<file path="src/rtl/spi_tx_engine.sv">
// spi_tx_engine: SPI master transmitter that drains a registered-read FIFO onto sclk/mosi/cs_n
// Ports: clk, rst (async, active-high); full/empty/read_data/read_en face the FIFO read side;
//        sclk/mosi/cs_n drive the SPI pins; done pulses once per word; busy is high outside IDLE.
module spi_tx_engine #(
  parameter int DATA_WIDTH = 8,
  parameter int DIV = 2,
  parameter bit CPOL = 1'b0,
  parameter bit CPHA = 1'b0,
  parameter bit LSB_FIRST = 1'b0,
  parameter bit BURST = 1'b0
) (
  input  logic                  clk,
  input  logic                  rst,
  input  logic                  full,
  input  logic                  empty,
  input  logic [DATA_WIDTH-1:0] read_data,
  output logic                  read_en,
  output logic                  sclk,
  output logic                  mosi,
  output logic                  cs_n,
  output logic                  done,
  output logic                  busy
);
  localparam int CW = DIV > 1 ? $clog2(DIV) : 1;
  localparam int EW = $clog2(2 * DATA_WIDTH + 1);
  typedef enum logic [2:0] {IDLE, FETCH, LOAD, SETUP, SHIFT, HOLD, COMPLETE} state_t;
  state_t state_q, state_d;
  logic [CW-1:0] div_cnt_q, div_cnt_d;
  logic [EW-1:0] edge_cnt_q, edge_cnt_d;
  logic [DATA_WIDTH-1:0] shift_reg_q, shift_reg_d;
  logic read_en_q, read_en_d, sclk_q, sclk_d, mosi_q, mosi_d;
  logic cs_n_q, cs_n_d, done_q, done_d, busy_q, busy_d;
  logic avail, timed, tick, lead, drive;

  function automatic logic first_bit(input logic [DATA_WIDTH-1:0] x);
    return LSB_FIRST ? x[0] : x[DATA_WIDTH-1];
  endfunction

  function automatic logic [DATA_WIDTH-1:0] advance(input logic [DATA_WIDTH-1:0] x);
    return LSB_FIRST ? x >> 1 : x << 1;
  endfunction

  assign avail = full || !empty;
  assign timed = state_q == SETUP || state_q == SHIFT || state_q == HOLD;
  assign tick = timed && div_cnt_q == CW'(DIV - 1);
  // a leading edge moves sclk away from its idle level
  assign lead = sclk_q == CPOL;
  // CPHA=1 drives on every leading edge; CPHA=0 already drove bit one in LOAD, so it
  // drives on each trailing edge except the final one
  assign drive = state_q == SHIFT && tick && (CPHA ? lead : (!lead && edge_cnt_q != EW'(1)));

  always_comb begin
    state_d = state_q;
    div_cnt_d = (tick || !timed) ? '0 : div_cnt_q + 1'b1;
    edge_cnt_d = edge_cnt_q;
    shift_reg_d = shift_reg_q;
    sclk_d = CPOL;
    mosi_d = mosi_q;
    case (state_q)
      IDLE: state_d = avail ? FETCH : IDLE;
      FETCH: state_d = LOAD;
      LOAD: begin
        state_d = SETUP;
        shift_reg_d = CPHA ? read_data : advance(read_data);
        mosi_d = CPHA ? 1'b0 : first_bit(read_data);
      end
      SETUP: begin
        state_d = tick ? SHIFT : SETUP;
        edge_cnt_d = tick ? EW'(2 * DATA_WIDTH) : edge_cnt_q;
      end
      SHIFT: begin
        sclk_d = tick ? !sclk_q : sclk_q;
        edge_cnt_d = tick ? edge_cnt_q - 1'b1 : edge_cnt_q;
        state_d = (tick && edge_cnt_q == EW'(1)) ? HOLD : SHIFT;
      end
      HOLD: state_d = tick ? COMPLETE : HOLD;
      COMPLETE: state_d = (BURST && avail) ? FETCH : IDLE;
      default: state_d = IDLE;
    endcase
    if (drive) begin
      mosi_d = first_bit(shift_reg_q);
      shift_reg_d = advance(shift_reg_q);
    end
    read_en_d = state_d == FETCH;
    done_d = state_d == COMPLETE;
    busy_d = state_d != IDLE;
    // cs_n only moves on SETUP/IDLE entry, so a burst keeps it low through FETCH/LOAD
    cs_n_d = state_d == SETUP ? 1'b0 : state_d == IDLE ? 1'b1 : cs_n_q;
  end

  always_ff @(posedge clk or posedge rst) begin
    if (rst) begin
      state_q <= IDLE;
      div_cnt_q <= '0;
      edge_cnt_q <= '0;
      shift_reg_q <= '0;
      read_en_q <= 1'b0;
      sclk_q <= CPOL;
      mosi_q <= 1'b0;
      cs_n_q <= 1'b1;
      done_q <= 1'b0;
      busy_q <= 1'b0;
    end else begin
      state_q <= state_d;
      div_cnt_q <= div_cnt_d;
      edge_cnt_q <= edge_cnt_d;
      shift_reg_q <= shift_reg_d;
      read_en_q <= read_en_d;
      sclk_q <= sclk_d;
      mosi_q <= mosi_d;
      cs_n_q <= cs_n_d;
      done_q <= done_d;
      busy_q <= busy_d;
    end
  end

  assign read_en = read_en_q;
  assign sclk = sclk_q;
  assign mosi = mosi_q;
  assign cs_n = cs_n_q;
  assign done = done_q;
  assign busy = busy_q;
endmodule

</file>
<file path="config.mk">
export PLATFORM = sky130hd
export DESIGN_NAME = spi_tx_engine
export DESIGN_NICKNAME = d
export VERILOG_FILES = /design/src/rtl/spi_tx_engine.sv
export SDC_FILE = /design/constraint.sdc
export NUM_CORES = 1
export LEC_CHECK = 0
export ABC_AREA = 1
export CAP_MARGIN = 10
export CORE_ASPECT_RATIO = 1.5
export CORE_MARGIN = 2
export CORE_UTILIZATION = 35
export DETAILED_ROUTE_END_ITERATION = 8
export PLACE_DENSITY = 0.59
export SETUP_SLACK_MARGIN = 0.2
export SLEW_MARGIN = 20
export SYNTH_ARGS = -nofsm -noshare
export SYNTH_HDL_FRONTEND = slang
export SYNTH_SLANG_ARGS = --single-unit
export TNS_END_PERCENT = 5
</file>
<file path="constraint.sdc">
create_clock -name clk -period 1.6 [get_ports clk]
set_clock_uncertainty 0.1 [all_clocks]
set_input_delay 0.32 -clock clk [delete_from_list [all_inputs] [get_ports clk]]
set_output_delay 0.32 -clock clk [all_outputs]
set_load 0.02 [all_outputs]
</file>
==> impl_summary.txt, run 1 <==
----------------------------------------------------
[CTS]
  Number of buffers added by the clock tree synthesis step ... 3
  Insertion delay to the later sink of the worst-skew pair ... 0.26 ns
  Clock buffer depth ... 2
  Number of buffers inserted by hold repair at cts ... 0
  Clock transition time at the flip-flop clock pins of the worst setup and hold paths ... 0.07 ns
  # clock sinks ... 22
  Deepest level of the CTS H-tree ... 1
  Clk Tree Root Cell ... clkbuf_8
  CTS tree ... built

[Final layout]
  Share of final-layout standard cells stronger than drive strength 1 ... 20.65%
  Storage cell area ... 554.3 um2
  Area delta synth->final ... 31.62%
  Filler cells ... 309
  Number of nets in the final layout ... 170
  End-of-flow core utilization ... 48.85%
  Area of combinational cells with multiple inputs ... 496.7 um2
  Diodes inserted ... 0

[Placed design]
  DPL Wire Length ... 1619 um
  Global placer's final weighted congestion ... 0.8636
  Port Buffers ... 17

[Timing]
  Max-slew headroom at the worst pin ... 78.91%
  Setup violations, final ... 0
  Final worst path period need ... 1.474 ns
  Peak clock frequency supported by timing ... 678.3 MHz
  Transition time at the pin with the least slew margin ... 0.3163 ns
  Aggregate negative setup slack ... 0 ns
  Fraction of the cycle the final worst path needs ... 92.14%
  RSZ-0062 raised after global routing ... true
  Slew Limit Fails ... 0
  Hold violation count in the final report ... 0

[Worst setup path]
  Crit path from ... state_q[1]
  Crit Path Max Fanout ... 8
  Endpoint arrival time on the critical path ... 1.52 ns
  Kind of critical path ... flip-flop to flip-flop
  Type of element launching the critical path ... flip-flop
  Worst reg2reg startpoint ... state_q[1]
  Setup slack, reg-to-reg ... 0.13 ns
  Crit path capture type ... flip-flop
  Critical path required time ... 1.64 ns

[Die]
  Die footprint ... 0.003593 mm2
  Effective utilization at floorplan ... 37.12%
  I/O pin cnt ... 18
  Number of cell rows ... 24
  Chip Width ... 49.62 um
  Core area ... 0.002943 mm2
  Vertical extent of the die ... 72.42 um

[Power]
  Static leakage power ... 0.7375 nW
  Largest vdd supply drop ... 0.0008980 V
  PD cells ... 1587 mW/mm2

[Synthesis]
  Post-synthesis register bit count ... 22
  Distinct cells, synth ... 22
  Number of instances in the synthesized netlist ... 128
  Post-synthesis cell area ... 0.001092 mm2
  Net count after synthesis ... 142
  Syn_area_per_cell ... 8.534 um2
  Part of the Yosys area used for sequential elements ... 50.52%
  Synthesis Warnings ... 0

[Detailed routing]
  DRC ... 0
  Detailed-route via count ... 925
  DRC marker count from the first detailed-route iteration ... 10
  Wire per inst ... 11.77 um
  Routed wire length ... 2283 um
  Remaining number of nets flagged by the antenna check after routing ... 0
  Initial DRT Pass Iterations ... 4
  Via density per instance ... 4.768

[Outcome]
  Run status ... complete, no violations

[Global routing]
  Wire length of the first global-routing pass ... 3946 um
  Maximum number of pins on one net before global-route repair ... 23
  Antenna violations before repair ... 0
  GRT Overall Usage ... 13.80%
  Number of global-route vias before repair ... 913
  Sum of overflow across all layers after global routing ... 0

[Min path]
  Path type of the worst min-delay path ... input port to async pin

[Flow run]
  Max-capacitance violation count ... 0

----------------------------------------------------
## synthesized netlist by cell type, drive strengths merged
| cell | instances | area (um2) |
|---|---|---|
| nand3 | 30 | 160.2 |
| nand2 | 28 | 122.6 |
| dfrtp | 21 | 525.5 |
| inv | 16 | 60.06 |
| nor2 | 16 | 86.34 |
| o21ai | 4 | 20.02 |
| a21oi | 3 | 15.01 |
| buf | 2 | 18.77 |
| ha | 2 | 25.02 |
| nand4 | 2 | 12.51 |
| dfstp | 1 | 26.28 |
| nor3 | 1 | 5.000 |
| o22ai | 1 | 6.260 |
| xor2 | 1 | 8.760 |
## metal layers
metal / part of all wire (%) / global-route usage (%)
met1: 44 / 17.13
met2: 50 / 23.70
met3: 4.6 / 2.881
met4: 0.66 / 4.630
met5: 0 / 0
## report_power, final
group / internal [mW] / total (mW) / switching (mW) / leakage (nW)
logic: 0.409 / 0.986 / 0.577 / 0.440
clock network: 0.177 / 0.342 / 0.165 / 0.0228
registers: 0.774 / 0.954 / 0.181 / 0.275
total: 1.36 / 2.28 / 0.923 / 0.738
## layout make-up
class	count	area share, %
clock buffer	4	3.133
sequential	22	38.56
tap	39	3.394
inverter	16	4.178
multi-input combinational	88	34.55
timing repair buffer	25	16.19
## what timing repair did
item / 4_1_cts / 5_1_grt
pin swaps: 0 / 2
setup endpoints to repair: 17 / 17
setup buffers: 0 / 6
resized for setup: 17 / 4
## per-stage QoR
stage	instances	setup WS, ns	hold WS (ns)	area, um2	power, mW
floorplan	128	0.2793	0.2085	1092	1.576
global placement	184	0.08002	0.3498	1308	1.799
detailed placement	184	0.07540	0.3495	1308	1.828
CTS	188	0.1405	0.3236	1360	2.181
global route	194	0.03012	0.3433	1438	2.491
finish	194	0.1257	0.3164	1438	2.282
## cells by family after synthesis
logic type / synth area share, %
flops: 50.52
buf+inv: 7.217
compound gates: 3.780
fa+ha+maj: 2.291
xor+xnor: 0.8020
simple gates: 35.40
## sequential cells by signal (all words and copies together) (netlist names)
signal and cells:
read_en 1, done 1, sclk 1, shift_reg_q 7, div_cnt_q 1, mosi 1, busy 1, edge_cnt_q 5
state_q 3, cs_n 1
## cell usage in the layout (no fill, tap or decap), types with 2 or more instances in the layout
cell,count
ha_1,2
nor2_1,12
inv_2,4
dfrtp_1,19
dfrtp_2,2
inv_1,12
clkbuf_8,3
nand2_4,3
nor2_2,2
nand3_1,24
clkdlybuf4s50_1,11
nand2_1,25
a21oi_1,3
nand4_1,2
nand3_2,5
buf_4,7
dlygate4sd2_1,4
o21ai_0,4
## final timing paths
kind / to / cells past startpoint
max: shift_reg_q[5] / 8
min: shift_reg_q[5] / 3
max reg2reg: shift_reg_q[5] / 8
min reg2reg: cs_n / 2
max in group asynchronous: cs_n / 3
min in group clk: cs_n / 2
## critical path, cell delays in order, from the launching register on
cell     delay (ns)
dfrtp_2        0.46
inv_2          0.08
nand2_4        0.06
nor2_4         0.15
nand2_4        0.09
nor2_8         0.16
nand2_4        0.10
nand3_1        0.08
nand3_1        0.07
Power figures use the tool's default switching activity.
==> run 2, diff against run 1 <==
--- a/config.mk
+++ b/config.mk
@@ -9,9 +9,9 @@
 export CAP_MARGIN = 10
 export CORE_ASPECT_RATIO = 1.5
 export CORE_MARGIN = 2
-export CORE_UTILIZATION = 35
+export CORE_UTILIZATION = 48
 export DETAILED_ROUTE_END_ITERATION = 8
-export PLACE_DENSITY = 0.59
+export PLACE_DENSITY = 0.76
 export SETUP_SLACK_MARGIN = 0.2
 export SLEW_MARGIN = 20
 export SYNTH_ARGS = -nofsm -noshare
==> impl_summary.txt, run 2 (synthesis gave the netlist of run 1 again) <==
----------------------------------------------------
[Outcome]
  Run status ... complete, no violations

[Detailed routing]
  Wire per inst ... 12.53 um
  DRC marker count from the first detailed-route iteration ... 23
  Amount of wire on met3 after detailed routing ... 72 um
  Routed wire length ... 2281 um
  Via density per instance ... 5.319
  Detailed route wirelength on metal2 ... 1204 um
  Topmost layer with routed signal wires ... met4
  Initial DRT Pass Iterations ... 6
  Detailed-route via count ... 968
  Remaining number of nets flagged by the antenna check after routing ... 0
  Met1 routed wirelength after detailed routing ... 955 um
  DRC ... 0

[CTS]
  Number of buffers added by the clock tree synthesis step ... 3
  Clk Tree Root Cell ... clkbuf_4
  Clock transition time at the flip-flop clock pins of the worst setup and hold paths ... 0.12 ns
  Number of buffers inserted by hold repair at cts ... 0
  Clock buffer depth ... 2
  # clock sinks ... 22
  CTS tree ... built
  Deepest level of the CTS H-tree ... 1
  Insertion delay to the later sink of the worst-skew pair ... 0.30 ns

[Worst setup path]
  Crit-path leading delay family ... flip-flops
  Crit Path Max Fanout ... 2
  Type of element launching the critical path ... flip-flop
  Count of buffer and inverter cells on the critical path ... 1
  Endpoint arrival time on the critical path ... 0.99 ns
  Max stage delay on crit path ... 0.56 ns
  Kind of critical path ... flip-flop to output pin
  Critical path required time ... 1.18 ns
  Slowest library cell on the worst path ... dfstp_2
  Crit path capture type ... output pin
  Crit path cell chain ... buf_4

[Timing]
  Setup violations, final ... 0
  Aggregate negative setup slack ... 0 ns
  Final worst path period need ... 1.412 ns
  Fraction of the cycle the final worst path needs ... 88.23%
  Transition time at the pin with the least slew margin ... 0.2725 ns
  Final hold slack ... 0.2287 ns
  Hold violation count in the final report ... 0
  Peak clock frequency supported by timing ... 708.4 MHz
  Slew Limit Fails ... 0
  Worst setup margin ... 0.1883 ns
  Max-slew headroom at the worst pin ... 81.83%
  RSZ-0062 raised after global routing ... true

[Power]
  Combinational cell fraction of total power ... 46.6%
  Static leakage power ... 0.7257 nW
  Sequential Power Share ... 40.5%
  PD cells ... 1638 mW/mm2
  Clock share of power ... 12.9%
  Largest vdd supply drop ... 0.001395 V
  Internal ... 1.391 mW
  Power dissipated by switching net loads ... 982.1 uW
  Switching power share of the total ... 41.39%

[Final layout]
  Largest register by flop count ... shift_reg_q
  Final standard cell area without fillers ... 0.001449 mm2
  Most common cell after layout, fill and taps aside ... nand3_1
  Share of final-layout standard cells stronger than drive strength 1 ... 27.67%
  Number of flip-flops in the largest register ... 7
  Commonest non-fill, non-tap cells in the layout ... 27 x nand3_1, 24 x nand2_1, 17 x dfrtp_1
  Number of nets in the final layout ... 174
  Diodes inserted ... 0
  Leading registers by flop count ... shift_reg_q: 7 flops, edge_cnt_q: 5 flops, state_q: 3 flops
  Area delta synth->final ... 32.65%

[Min path]
  Path type of the worst min-delay path ... input port to async pin

[Placed design]
  Global placer's final weighted congestion ... 0.8303
  Worst slack after detailed placement ... 0.07346 ns
  DPL Wire Length ... 1505 um
  Area post-placement ... 0.001287 mm2
  Port Buffers ... 17

[Die]
  Number of cell rows ... 21
  Effective utilization at floorplan ... 49.49%
  I/O pin cnt ... 18
  Core area ... 0.002207 mm2
  Vertical extent of the die ... 62.43 um
  Chip Width ... 42.95 um
  Die footprint ... 0.002681 mm2

[Global routing]
  GRT Overall Usage ... 17.92%
  Wire length of the first global-routing pass ... 3801 um
  Maximum number of pins on one net before global-route repair ... 23
  Antenna violations before repair ... 0
  Number of global-route vias before repair ... 933
  Sum of overflow across all layers after global routing ... 0

[Flow run]
  Max-capacitance violation count ... 0

----------------------------------------------------
-- run 2: changes by cell type in the layout (fill, tap and decap cells not counted), sizes merged --
cell / before / now
buf: 9 / 13
dlygate4sd2: 4 / 0
clkbuf: 4 / 5
clkdlybuf4s15: 1 / 4
-- run 2: final timing paths --
path | cells after the start | slack (ns) | from | to
max in group asynchronous | 3 | 0.90 | rst | cs_n
worst min-delay path | 3 | 0.23 | rst | shift_reg_q[1]
worst max register to register | 8 | 0.22 | state_q[1] | shift_reg_q[3]
min in group clk | 2 | 0.38 | cs_n | cs_n
worst max-delay path | 1 | 0.19 | cs_n | cs_n
worst min register to register | 2 | 0.38 | cs_n | cs_n
-- run 2: layer usage --
| metal | track usage [%] | vias to the layer above |
|---|---|---|
| met2 | 31.63 | 23 |
| met4 | 6.818 | 0 |
| met5 | 0 | - |
| met1 | 21.14 | 458 |
| met3 | 2.890 | 6 |
| li1 | - | 481 |
-- run 2: area by class of cell --
cell class / count / area (um2)
clock buffers: 4 / 36.28
fillers: 176 / 758.2
inverters: 16 / 60.06
multi-input cells: 88 / 510.5
flip-flops and latches: 22 / 556.8
well taps: 23 / 28.78
repair buffers: 29 / 256.5
-- run 2: worst register-to-register path: stages (launching register included) --
cell and delay, ns:
dfrtp_2 0.47, inv_2 0.07, nand2_2 0.06, nor2_4 0.11
nand2_4 0.08, nor2_8 0.13, nand2_4 0.09, nand3_1 0.08
nand3_1 0.07
-- run 2: timing repair --
| item | 4_1_cts | 5_1_grt |
|---|---|---|
| endpoints found under the setup margin | 15 | 22 |
| pin swaps | 2 | 6 |
| resized for setup | 16 | 19 |
| buffers inserted | 8 | 2 |
-- run 2: metrics by stage --
step,power (mW),util [%],instances
floorplan,1.576,-,128
global placement,1.787,58.33,168
detailed placement,1.823,58.33,168
CTS,2.183,62.64,180
global route,2.542,65.65,182
finish,2.373,65.65,182
-- run 2: power groups by stage --
stage | sequential [mW] | combinational, mW | clock [mW]
2_1_floorplan | 0.930 | 0.646 | 0
3_3_place_gp | 0.938 | 0.848 | 0
3_5_place_dp | 0.951 | 0.872 | 0
4_1_cts | 0.927 | 0.947 | 0.310
5_1_grt | 0.987 | 1.23 | 0.328
6_report | 0.961 | 1.10 | 0.307
==> run 3, diff against run 2 <==
--- a/config.mk
+++ b/config.mk
@@ -6,7 +6,7 @@
 export NUM_CORES = 1
 export LEC_CHECK = 0
 export ABC_AREA = 1
-export CAP_MARGIN = 10
+export CAP_MARGIN = 20
 export CORE_ASPECT_RATIO = 1.5
 export CORE_MARGIN = 2
 export CORE_UTILIZATION = 48
==> results of run 3 <==
Same layout as run 2: the final DEF is identical, and so are final timing and power.
